### src/rtl/riscv_pkg.sv
// Shared definitions for the multicycle RV32I controller: state encodings,
// opcodes, ALUOp codes, datapath select codes and the decoded control word.
package riscv_pkg;

    typedef enum logic [3:0] {
        S_FETCH    = 4'd0,
        S_DECODE   = 4'd1,
        S_MEMADR   = 4'd2,
        S_MEMREAD  = 4'd3,
        S_MEMWB    = 4'd4,
        S_MEMWRITE = 4'd5,
        S_EXECUTER = 4'd6,
        S_EXECUTEI = 4'd7,
        S_ALUWB    = 4'd8,
        S_BEQ      = 4'd9,
        S_JAL      = 4'd10
    } state_e;

    localparam logic [6:0] OP_LW  = 7'b0000011;
    localparam logic [6:0] OP_SW  = 7'b0100011;
    localparam logic [6:0] OP_R   = 7'b0110011;
    localparam logic [6:0] OP_I   = 7'b0010011;
    localparam logic [6:0] OP_BEQ = 7'b1100011;
    localparam logic [6:0] OP_JAL = 7'b1101111;

    localparam logic [1:0] ALUOP_ADD   = 2'b00;
    localparam logic [1:0] ALUOP_SUB   = 2'b01;
    localparam logic [1:0] ALUOP_FUNCT = 2'b10;

    localparam logic       ADR_PC     = 1'b0;
    localparam logic       ADR_RESULT = 1'b1;

    localparam logic [1:0] SRCA_PC    = 2'b00;
    localparam logic [1:0] SRCA_OLDPC = 2'b01;
    localparam logic [1:0] SRCA_RS1   = 2'b10;

    localparam logic [1:0] SRCB_RS2   = 2'b00;
    localparam logic [1:0] SRCB_IMM   = 2'b01;
    localparam logic [1:0] SRCB_FOUR  = 2'b10;

    localparam logic [1:0] RES_ALUOUT    = 2'b00;
    localparam logic [1:0] RES_DATA      = 2'b01;
    localparam logic [1:0] RES_ALURESULT = 2'b10;

    typedef struct packed {
        logic       adr_src;
        logic       mem_write;
        logic       ir_write;
        logic       reg_write;
        logic       pc_update;
        logic       branch;
        logic [1:0] result_src;
        logic [1:0] alu_src_a;
        logic [1:0] alu_src_b;
        logic [1:0] alu_op;
    } ctrl_t;

    // DECODE dispatch target; S_FETCH marks an unsupported opcode.
    function automatic state_e decode_dispatch(input logic [6:0] op);
        state_e nxt;
        case (op)
            OP_LW, OP_SW: nxt = S_MEMADR;
            OP_R:         nxt = S_EXECUTER;
            OP_I:         nxt = S_EXECUTEI;
            OP_BEQ:       nxt = S_BEQ;
            OP_JAL:       nxt = S_JAL;
            default:      nxt = S_FETCH;
        endcase
        return nxt;
    endfunction

endpackage

### src/rtl/main_fsm_outdec.sv
// Pure combinational state -> control word decoder for main_fsm.
// Handshake gating and reset forcing are applied by the parent.
module main_fsm_outdec
    import riscv_pkg::*;
(
    input  state_e state_i,
    output ctrl_t  ctrl_o
);

    always_comb begin
        ctrl_o            = '0;
        ctrl_o.adr_src    = ADR_PC;
        ctrl_o.result_src = RES_ALURESULT;
        ctrl_o.alu_src_a  = SRCA_PC;
        ctrl_o.alu_src_b  = SRCB_FOUR;
        ctrl_o.alu_op     = ALUOP_ADD;
        case (state_i)
            S_FETCH: begin
                ctrl_o.ir_write  = 1'b1;
                ctrl_o.pc_update = 1'b1;
            end
            S_DECODE: begin
                ctrl_o.alu_src_a  = SRCA_OLDPC;
                ctrl_o.alu_src_b  = SRCB_IMM;
                ctrl_o.result_src = RES_ALUOUT;
            end
            S_MEMADR: begin
                ctrl_o.alu_src_a  = SRCA_RS1;
                ctrl_o.alu_src_b  = SRCB_IMM;
                ctrl_o.result_src = RES_ALUOUT;
            end
            S_MEMREAD: begin
                ctrl_o.alu_src_b  = SRCB_RS2;
                ctrl_o.result_src = RES_ALUOUT;
                ctrl_o.adr_src    = ADR_RESULT;
            end
            S_MEMWB: begin
                ctrl_o.alu_src_b  = SRCB_RS2;
                ctrl_o.result_src = RES_DATA;
                ctrl_o.reg_write  = 1'b1;
            end
            S_MEMWRITE: begin
                ctrl_o.alu_src_b  = SRCB_RS2;
                ctrl_o.result_src = RES_ALUOUT;
                ctrl_o.adr_src    = ADR_RESULT;
                ctrl_o.mem_write  = 1'b1;
            end
            S_EXECUTER: begin
                ctrl_o.alu_src_a  = SRCA_RS1;
                ctrl_o.alu_src_b  = SRCB_RS2;
                ctrl_o.alu_op     = ALUOP_FUNCT;
                ctrl_o.result_src = RES_ALUOUT;
            end
            S_EXECUTEI: begin
                ctrl_o.alu_src_a  = SRCA_RS1;
                ctrl_o.alu_src_b  = SRCB_IMM;
                ctrl_o.alu_op     = ALUOP_FUNCT;
                ctrl_o.result_src = RES_ALUOUT;
            end
            S_ALUWB: begin
                ctrl_o.alu_src_b  = SRCB_RS2;
                ctrl_o.result_src = RES_ALUOUT;
                ctrl_o.reg_write  = 1'b1;
            end
            S_BEQ: begin
                ctrl_o.alu_src_a  = SRCA_RS1;
                ctrl_o.alu_src_b  = SRCB_RS2;
                ctrl_o.alu_op     = ALUOP_SUB;
                ctrl_o.result_src = RES_ALUOUT;
                ctrl_o.branch     = 1'b1;
            end
            S_JAL: begin
                ctrl_o.alu_src_a  = SRCA_OLDPC;
                ctrl_o.result_src = RES_ALUOUT;
                ctrl_o.pc_update  = 1'b1;
            end
            // Unused encodings keep FETCH muxes with every enable low.
            default: ;
        endcase
    end

endmodule

### src/rtl/main_fsm.sv
// Multicycle RV32I main controller: state register, next-state logic,
// memory-ready gating and reset forcing around main_fsm_outdec.
//
// state      | meaning
// FETCH      | read instruction at PC, PC += 4 when memory ready
// DECODE     | read registers, compute branch/jump target, dispatch on op
// MEMADR     | compute load/store address rs1 + imm
// MEMREAD    | load access, wait for memory ready
// MEMWB      | write loaded data to register file
// MEMWRITE   | store access, wait for memory ready
// EXECUTER   | register-register ALU operation
// EXECUTEI   | register-immediate ALU operation
// ALUWB      | write ALU result to register file
// BEQ        | compare rs1/rs2, take branch on Zero
// JAL        | PC <- target, compute link address
module main_fsm
    import riscv_pkg::*;
(
    input  logic       clk,
    input  logic       reset,
    input  logic [6:0] op,
    input  logic       Zero,
    input  logic       mem_ready,
    output logic       PCWrite,
    output logic       AdrSrc,
    output logic       MemWrite,
    output logic       IRWrite,
    output logic       RegWrite,
    output logic [1:0] ResultSrc,
    output logic [1:0] ALUSrcA,
    output logic [1:0] ALUSrcB,
    output logic [1:0] ALUOp,
    output logic       illegal_op,
    output logic [3:0] state_dbg
);

    state_e state_q, state_d;
    ctrl_t  ctrl;
    logic   illegal_d;
    logic   fetch_gate;

    main_fsm_outdec u_outdec (
        .state_i (state_q),
        .ctrl_o  (ctrl)
    );

    always_ff @(posedge clk) begin
        if (reset) state_q <= S_FETCH;
        else       state_q <= state_d;
    end

    always_comb begin
        state_d   = S_FETCH;
        illegal_d = 1'b0;
        case (state_q)
            S_FETCH:    state_d = mem_ready ? S_DECODE : S_FETCH;
            S_DECODE: begin
                state_d   = decode_dispatch(op);
                illegal_d = (state_d == S_FETCH);
            end
            S_MEMADR:   state_d = (op == OP_LW) ? S_MEMREAD : S_MEMWRITE;
            S_MEMREAD:  state_d = mem_ready ? S_MEMWB : S_MEMREAD;
            S_MEMWB:    state_d = S_FETCH;
            S_MEMWRITE: state_d = mem_ready ? S_FETCH : S_MEMWRITE;
            S_EXECUTER: state_d = S_ALUWB;
            S_EXECUTEI: state_d = S_ALUWB;
            S_ALUWB:    state_d = S_FETCH;
            S_BEQ:      state_d = S_FETCH;
            S_JAL:      state_d = S_ALUWB;
            default:    state_d = S_FETCH;
        endcase
        if (reset) state_d = S_FETCH;
    end

    // Only the FETCH updates wait on memory; JAL's PC update is unconditional.
    assign fetch_gate = (state_q != S_FETCH) | mem_ready;

    always_comb begin
        AdrSrc     = ctrl.adr_src;
        ResultSrc  = ctrl.result_src;
        ALUSrcA    = ctrl.alu_src_a;
        ALUSrcB    = ctrl.alu_src_b;
        ALUOp      = ctrl.alu_op;
        IRWrite    = ctrl.ir_write & fetch_gate & ~reset;
        PCWrite    = ((ctrl.pc_update & fetch_gate) | (ctrl.branch & Zero)) & ~reset;
        MemWrite   = ctrl.mem_write & ~reset;
        RegWrite   = ctrl.reg_write & ~reset;
        illegal_op = illegal_d & ~reset;
        state_dbg  = state_q;
    end

endmodule

### config.mk
export PLATFORM = sky130hd
export DESIGN_NAME = main_fsm
export DESIGN_NICKNAME = d
export VERILOG_FILES = /design/src/rtl/riscv_pkg.sv /design/src/rtl/main_fsm_outdec.sv /design/src/rtl/main_fsm.sv
export SDC_FILE = /design/constraint.sdc
export NUM_CORES = 1
export LEC_CHECK = 0
export CORE_MARGIN = 5
export CORE_UTILIZATION = 41
export DETAILED_ROUTE_END_ITERATION = 8
export PLACE_DENSITY = 0.79
export SLEW_MARGIN = 30
export SYNTH_ARGS = -nofsm -noshare
export SYNTH_HDL_FRONTEND = slang
export SYNTH_SLANG_ARGS = --single-unit
export TNS_END_PERCENT = 1
### constraint.sdc
create_clock -name clk -period 3.6 [get_ports clk]
set_input_delay 0.72 -clock clk [delete_from_list [all_inputs] [get_ports clk]]
set_output_delay 0.72 -clock clk [all_outputs]
set_load 0.1 [all_outputs]
==> results of run 1 <==
==> cells in the final DEF, fill, tap and decap left out, types with 2 or more instances in the layout <==
cell type,instances
o22ai_1,2
clkdlybuf4s50_1,10
dfxtp_1,4
a31oi_1,2
nor2_1,10
inv_1,3
buf_4,17
nand2b_1,3
nand3_1,3
clkbuf_4,3
mux2i_1,2
nand2_1,2
nor3b_1,2
nor3_1,5
o21ai_0,6
o31ai_1,2
a21oi_1,5
==> cell type report <==
| class | instances | area [um2] |
|---|---|---|
| fill | 136 | 483.0 |
| multi-input combinational | 66 | 437.9 |
| timing repair buffer | 28 | 247.7 |
| sequential | 4 | 80.08 |
| clock buffer | 3 | 22.52 |
| tap | 15 | 18.77 |
| inverter | 3 | 11.26 |
==> worst max-delay path, delay by kind of cell <==
family | cells | cell delay [ps]
and+or+nand+nor | 3 | 620
buffers and inverters | 2 | 750
==> metal layers <==
layer	part of all wire [%]	vias to the layer above
li1	-	340
met1	41	295
met2	45	39
met3	14	0
met4	0	0
met5	0	-
==> cell usage after synthesis (3+ instances only) <==
cell type	count	area [um2]
nor2_1	10	37.54
nand2b_1	3	18.77
o21ai_0	6	30.03
inv_1	3	11.26
nor3_1	5	25.02
dfxtp_1	4	80.08
nand3_1	3	15.01
a21oi_1	5	25.02
buf_6	3	33.78
==> power groups by stage <==
stage	sequential, mW	clock [mW]	combinational, mW
final	0.0480	0.0545	0.0911
after global routing	0.0483	0.0609	0.0953
after CTS	0.0480	0.0579	0.0915
after detailed placement	0.0487	0	0.0913
after global placement	0.0488	0	0.0906
after floorplan	0.0527	0	0.0623
==> cell families after synthesis <==
family,synth area share [%]
AO/OA/AOI/OAI,26.05
XOR/XNOR,3.091
buffers and inverters,10.59
flip-flops,14.13
multiplexers,3.532
AND/OR/NAND/NOR,42.61
==> stage by stage <==
| stage | instance area (um2) | util [%] | hold slack (ps) | std cells | setup WS [ps] |
|---|---|---|---|---|---|
| 6_report | 818.3 | 62.88 | 719.3 | 119 | 785.2 |
| 4_1_cts | 818.3 | 62.88 | 721.8 | 119 | 772.5 |
| 2_1_floorplan | 578.1 | - | 885.0 | 79 | -577.0 |
| 3_3_place_gp | 795.8 | 61.15 | 727.9 | 116 | 803.7 |
| 5_1_grt | 818.3 | 62.88 | 746.3 | 119 | 677.5 |
| 3_5_place_dp | 795.8 | 61.15 | 705.5 | 116 | 781.0 |
==> final timing paths <==
kind	endpoint	slack, ps	cells past startpoint
setup / recovery	illegal_op	790	5
hold / removal	state_dbg[1]	720	2
setup reg to reg	state_dbg[0]	2080	4
hold reg to reg	state_dbg[1]	720	2
==> impl_results.md, run 1 <==
- Status: finished clean
- RSZ-0062 raised after global routing: no
- Final net count: ~120
- RePlAce Congestion: roughly 0.87
- Seq/Total Area, Yosys: 14.13%
- Synth Warn #: 0
- Max FFs per register: 4
- Hold Path Class: reg -> reg
- Residual DRC count: 0
- Critical path class: in -> out
- Root Driver: clkbuf_4
- Share of total power in combinational logic: ~47%
- CP Launch Type: input pin
- Final period util: between 70% and 80%
- PostCTS Resize Cnt: 0
- Remaining global-route overflow: 0
- Min cycle time layout: ~2800 ps
- Buffers added on ports: 28
- Worst setup EP type: output port
- Leak: approximately 0.32 nW
- Worst Max-Slew Pin Slew: between 500 and 600 ps
- Mapped Cells: slightly below 80
- Top_reg_cell synth: dfxtp_1
- CP Cell Sequence: clkdlybuf4s50_1 -> nand3b_1 -> nor3_1 -> nor4b_2 -> buf_12
- Sequential power share: about 25%
- First-pass GRT wire length: ~2.4 mm
- Peak Freq: approximately 0.36 GHz
- CTS tree: built
- Critical hold path startpoint: state_dbg[0]
- Vias in the first global route: around 570
- Drt pass-1 iters: 4
- Worst-path maximum fanout: 5
- Largest net degree at the start of global routing: 17
- Internal: approximately 0.11 mW
- Max incr delay on CP: 530 ps
- DP HPWL: roughly 1.2 mm
- Worst Setup SP: op[4]
- Hold Buf Count CTS: 0
- Fraction of layout cells with a size suffix above 1: approximately 30%
- #FFs+latches synth: 4
- Max-cap viol count: 0
- Syn Nets: 90
- Routed vias: slightly below 700
- Antenna violations before repair: 0
- Worst Path Required: approximately 2900 ps
- Initial Utilization: 43.56%
- FFs w/ async S/R, synth: 0%
- Num Clock Sinks: 4
- Critical path arrival: 2090 ps
- Switching share of power: 42.35%
- Reg2reg start: state_dbg[1]
- PwrDens: around 240 mW/mm2
- Global routing's busiest layer: met2
- H-tree levels: 1
- Sw power: 0.08200 mW
- Worst-Skew Late Latency: 230 ps
- Clk slew on worst S/H paths: 30 ps
- M3 GR Usage: between 5 and 6%
- Starting DRT DRC Count: 12
- Cts bufs inserted: 3
- Mean post-synth cell area: slightly above 7 um2
- Total power: roughly 0.19 mW
- Global-route usage over all layers: between 10 and 15%
- Routed len/inst: roughly 13 um
- ANT cells: 0
- Final Max Tran Viols: 0
- Row count: 13
- Post-CTS setup buffer count: 0
- Area delta synth->final: 44.37%
- Routed Wire Length: about 1.5 mm
- Longest Clk Path Bufs: 2
- Crit-path slowest cell: clkdlybuf4s50_1
- Worst slew margin: 64.06%
- Number of synthesized flops with an enable pin: 0
- Core ar.: 0.001301 mm2
- Post-Syn Area: 566.8 um2
- Met1 usage: around 18%
- Final setup violation count: 0
- Clk network pwr share: 28.1%
- Post-Route Skew: approximately 6.5 ps
- Met2 usage: approximately 25%
- Top Ports: 29
- Final Hold Vio Count: 0
- DIE HEIGHT: about 47 um
- DIE AREA: between 0.002 and 0.0025 mm2
- Routed Antenna Nets: 0
- Die X-Extent: 47.18 um
- DR vias/cell: roughly 5.7
- Fin Setup TNS: 0 ps
- Peak VDD IR: 0.1685 mV
- Count of different cell masters after synthesis: 39
Note: power is estimated with default switching activity, not from simulation.
==> run 2: changes to the inputs <==
Settings changed: CORE_UTILIZATION 41 to 38, PLACE_DENSITY 0.79 to 0.74.
Clock period 3.6 ns to 2.9 ns, I/O delays scaled along.
==> run 2 against run 1 <==
Net effect: clock power grew 21%; wire length increased by 5.4%; via count is 0.59% lower; highest routed layer unchanged; largest power group unchanged; critical endpoint unchanged; core utilization about the same; register-to-register slack lost 750 ps; sequential cell count did not move; sequential power grew 24%; clock-buffer cell count did not move; critical path depth stayed put.
==> impl_results.md, run 2 (synthesis gave the netlist of run 1 again) <==
- Antenna violations before repair: 0
- Routed Antenna Nets: 0
- CTS tree: built
- Core ar.: approximately 0.0015 mm2
- Crit-path slowest cell: clkdlybuf4s50_1
- Worst-Skew Late Latency: 230 ps
- PostCTS Resize Cnt: 0
- First-pass GRT wire length: ~2.8 mm
- Die X-Extent: ~49 um
- Internal: 0.1440 mW
- Sw power: between 0.1 and 0.15 mW
- Starting DRT DRC Count: 10
- Worst setup EP type: output port
- Drt pass-1 iters: 6
- Buffers added on ports: 28
- Root Driver: clkbuf_4
- Clk slew on worst S/H paths: 40 ps
- CP Cell Sequence: clkdlybuf4s50_1 -> nand3b_1 -> nor3_1 -> nor4b_4 -> buf_12
- ANT cells: 0
- Max incr delay on CP: between 400 and 500 ps
- Clk network pwr share: a little over a quarter
- Switching share of power: between 40% and 50%
- Worst Max-Slew Pin Slew: 493.8 ps
- Fin Setup TNS: 0 ps
- DR vias/cell: roughly 5.5
- Final Hold Vio Count: 0
- Largest net degree at the start of global routing: 17
- Critical path arrival: 1980 ps
- Num Clock Sinks: 4
- Final setup violation count: 0
- Status: finished clean
- Final Max Tran Viols: 0
- Leak: about 0.35 nW
- Final period util: 88.23%
- Post-Route Skew: about 1.7 ps
- H-tree levels: 1
- Routed Wire Length: 1.604 mm
- DIE AREA: between 0.002 and 0.0025 mm2
- Post-CTS setup buffer count: 0
- Worst slew margin: roughly two thirds
- RePlAce Congestion: a little under 0.9
- Cts bufs inserted: 3
- Peak Freq: about 0.39 GHz
- Global-route usage over all layers: a little over an eighth
- Row count: 14
- Top Ports: 29
- RSZ-0062 raised after global routing: no
- Longest Clk Path Bufs: 2
- CP Launch Type: input pin
- DIE HEIGHT: 48.62 um
- Routed vias: 670
- Hold Buf Count CTS: 0
- Routed len/inst: roughly 13 um
- Worst Path Required: about 2300 ps
- Min cycle time layout: around 2600 ps
- Sequential power share: 24.2%
- DP HPWL: 1.304 mm
- Vias in the first global route: 604
- Hold slack: 691.6 ps
- Delay-heaviest family, CP: simple AND/OR/NAND/NOR gates
- Worst Path Buf+Inv: 2
- Share of total power in combinational logic: roughly half
- Fraction of layout cells with a size suffix above 1: between 30% and 40%
- Commonest non-fill, non-tap cell in the layout: buf_4
- Max FFs per register: 4
- Worst-path maximum fanout: 5
- Initial Utilization: just under 40%
- Highest-count cells in the layout ignoring fill and taps: buf_4 (15), nor2_1 (10), clkdlybuf4s50_1 (10)
- Peak VDD IR: between 0.2 and 0.3 mV
- Remaining global-route overflow: 0
- PwrDens: between 200 and 300 mW/mm2
- Critical path class: in -> out
- Final net count: approximately 120
- Residual DRC count: 0
- Max-cap viol count: 0
- Area delta synth->final: 61.37%
- Hold Path Class: reg -> reg
run 2: cell types whose count changed in the layout (fill, tap and decap cells not counted), sizes merged:
cell	delta
buf	+2
run 2: worst min-delay path: stages, from the launching register on:
cell and delay [ps]:
dfxtp_1 310, or2_2 150, a211o_1 100, a31oi_1 70
run 2: stage by stage:
| step | utilization, % | power [mW] | setup slack, ps | area [um2] | instances |
|---|---|---|---|---|---|
| 6_report | 62.91 | 0.2469 | 341.3 | 914.6 | 122 |
| 3_3_place_gp | 61.36 | 0.1812 | 401.3 | 892.1 | 119 |
| 3_5_place_dp | 61.36 | 0.1821 | 344.9 | 892.1 | 119 |
| 4_1_cts | 62.91 | 0.2520 | 351.3 | 914.6 | 122 |
| 5_1_grt | 62.91 | 0.2637 | 266.5 | 914.6 | 122 |
| 2_1_floorplan | - | 0.1448 | -545.6 | 608.1 | 79 |
run 2: final cells by class:
class / instances / area (um2)
well taps: 16 / 20.02
fillers: 141 / 539.3
flip-flops and latches: 4 / 80.08
multi-input cells: 66 / 467.9
inverters: 3 / 11.26
repair buffers: 30 / 312.8
clock buffers: 3 / 22.52
run 2: power groups by stage:
| stage | Sequential (mW) | Clock [mW] | Combinational [mW] |
|---|---|---|---|
| finish | 0.0597 | 0.0658 | 0.121 |
| CTS | 0.0597 | 0.0705 | 0.122 |
| global route | 0.0599 | 0.0767 | 0.127 |
| detailed placement | 0.0605 | 0 | 0.122 |
| global placement | 0.0605 | 0 | 0.121 |
| floorplan | 0.0654 | 0 | 0.0794 |
run 2: metal layers:
metal / vias up / GRT usage (%) / part of all wire (%)
met5: - / 0 / 0
met4: 0 / 1.345 / 0
met3: 0 / 4.908 / 9.5
met2: 29 / 23.04 / 45
met1: 299 / 17.13 / 46
li1: 342 / - / -
run 2: path summary, 6_finish.rpt:
check	end	from	slack [ps]	cells past startpoint
hold / removal	state_dbg[2]	state_dbg[3]	690	3
hold reg to reg	state_dbg[2]	state_dbg[3]	690	3
setup reg to reg	state_dbg[0]	state_dbg[1]	1330	4
setup / recovery	illegal_op	op[4]	340	5
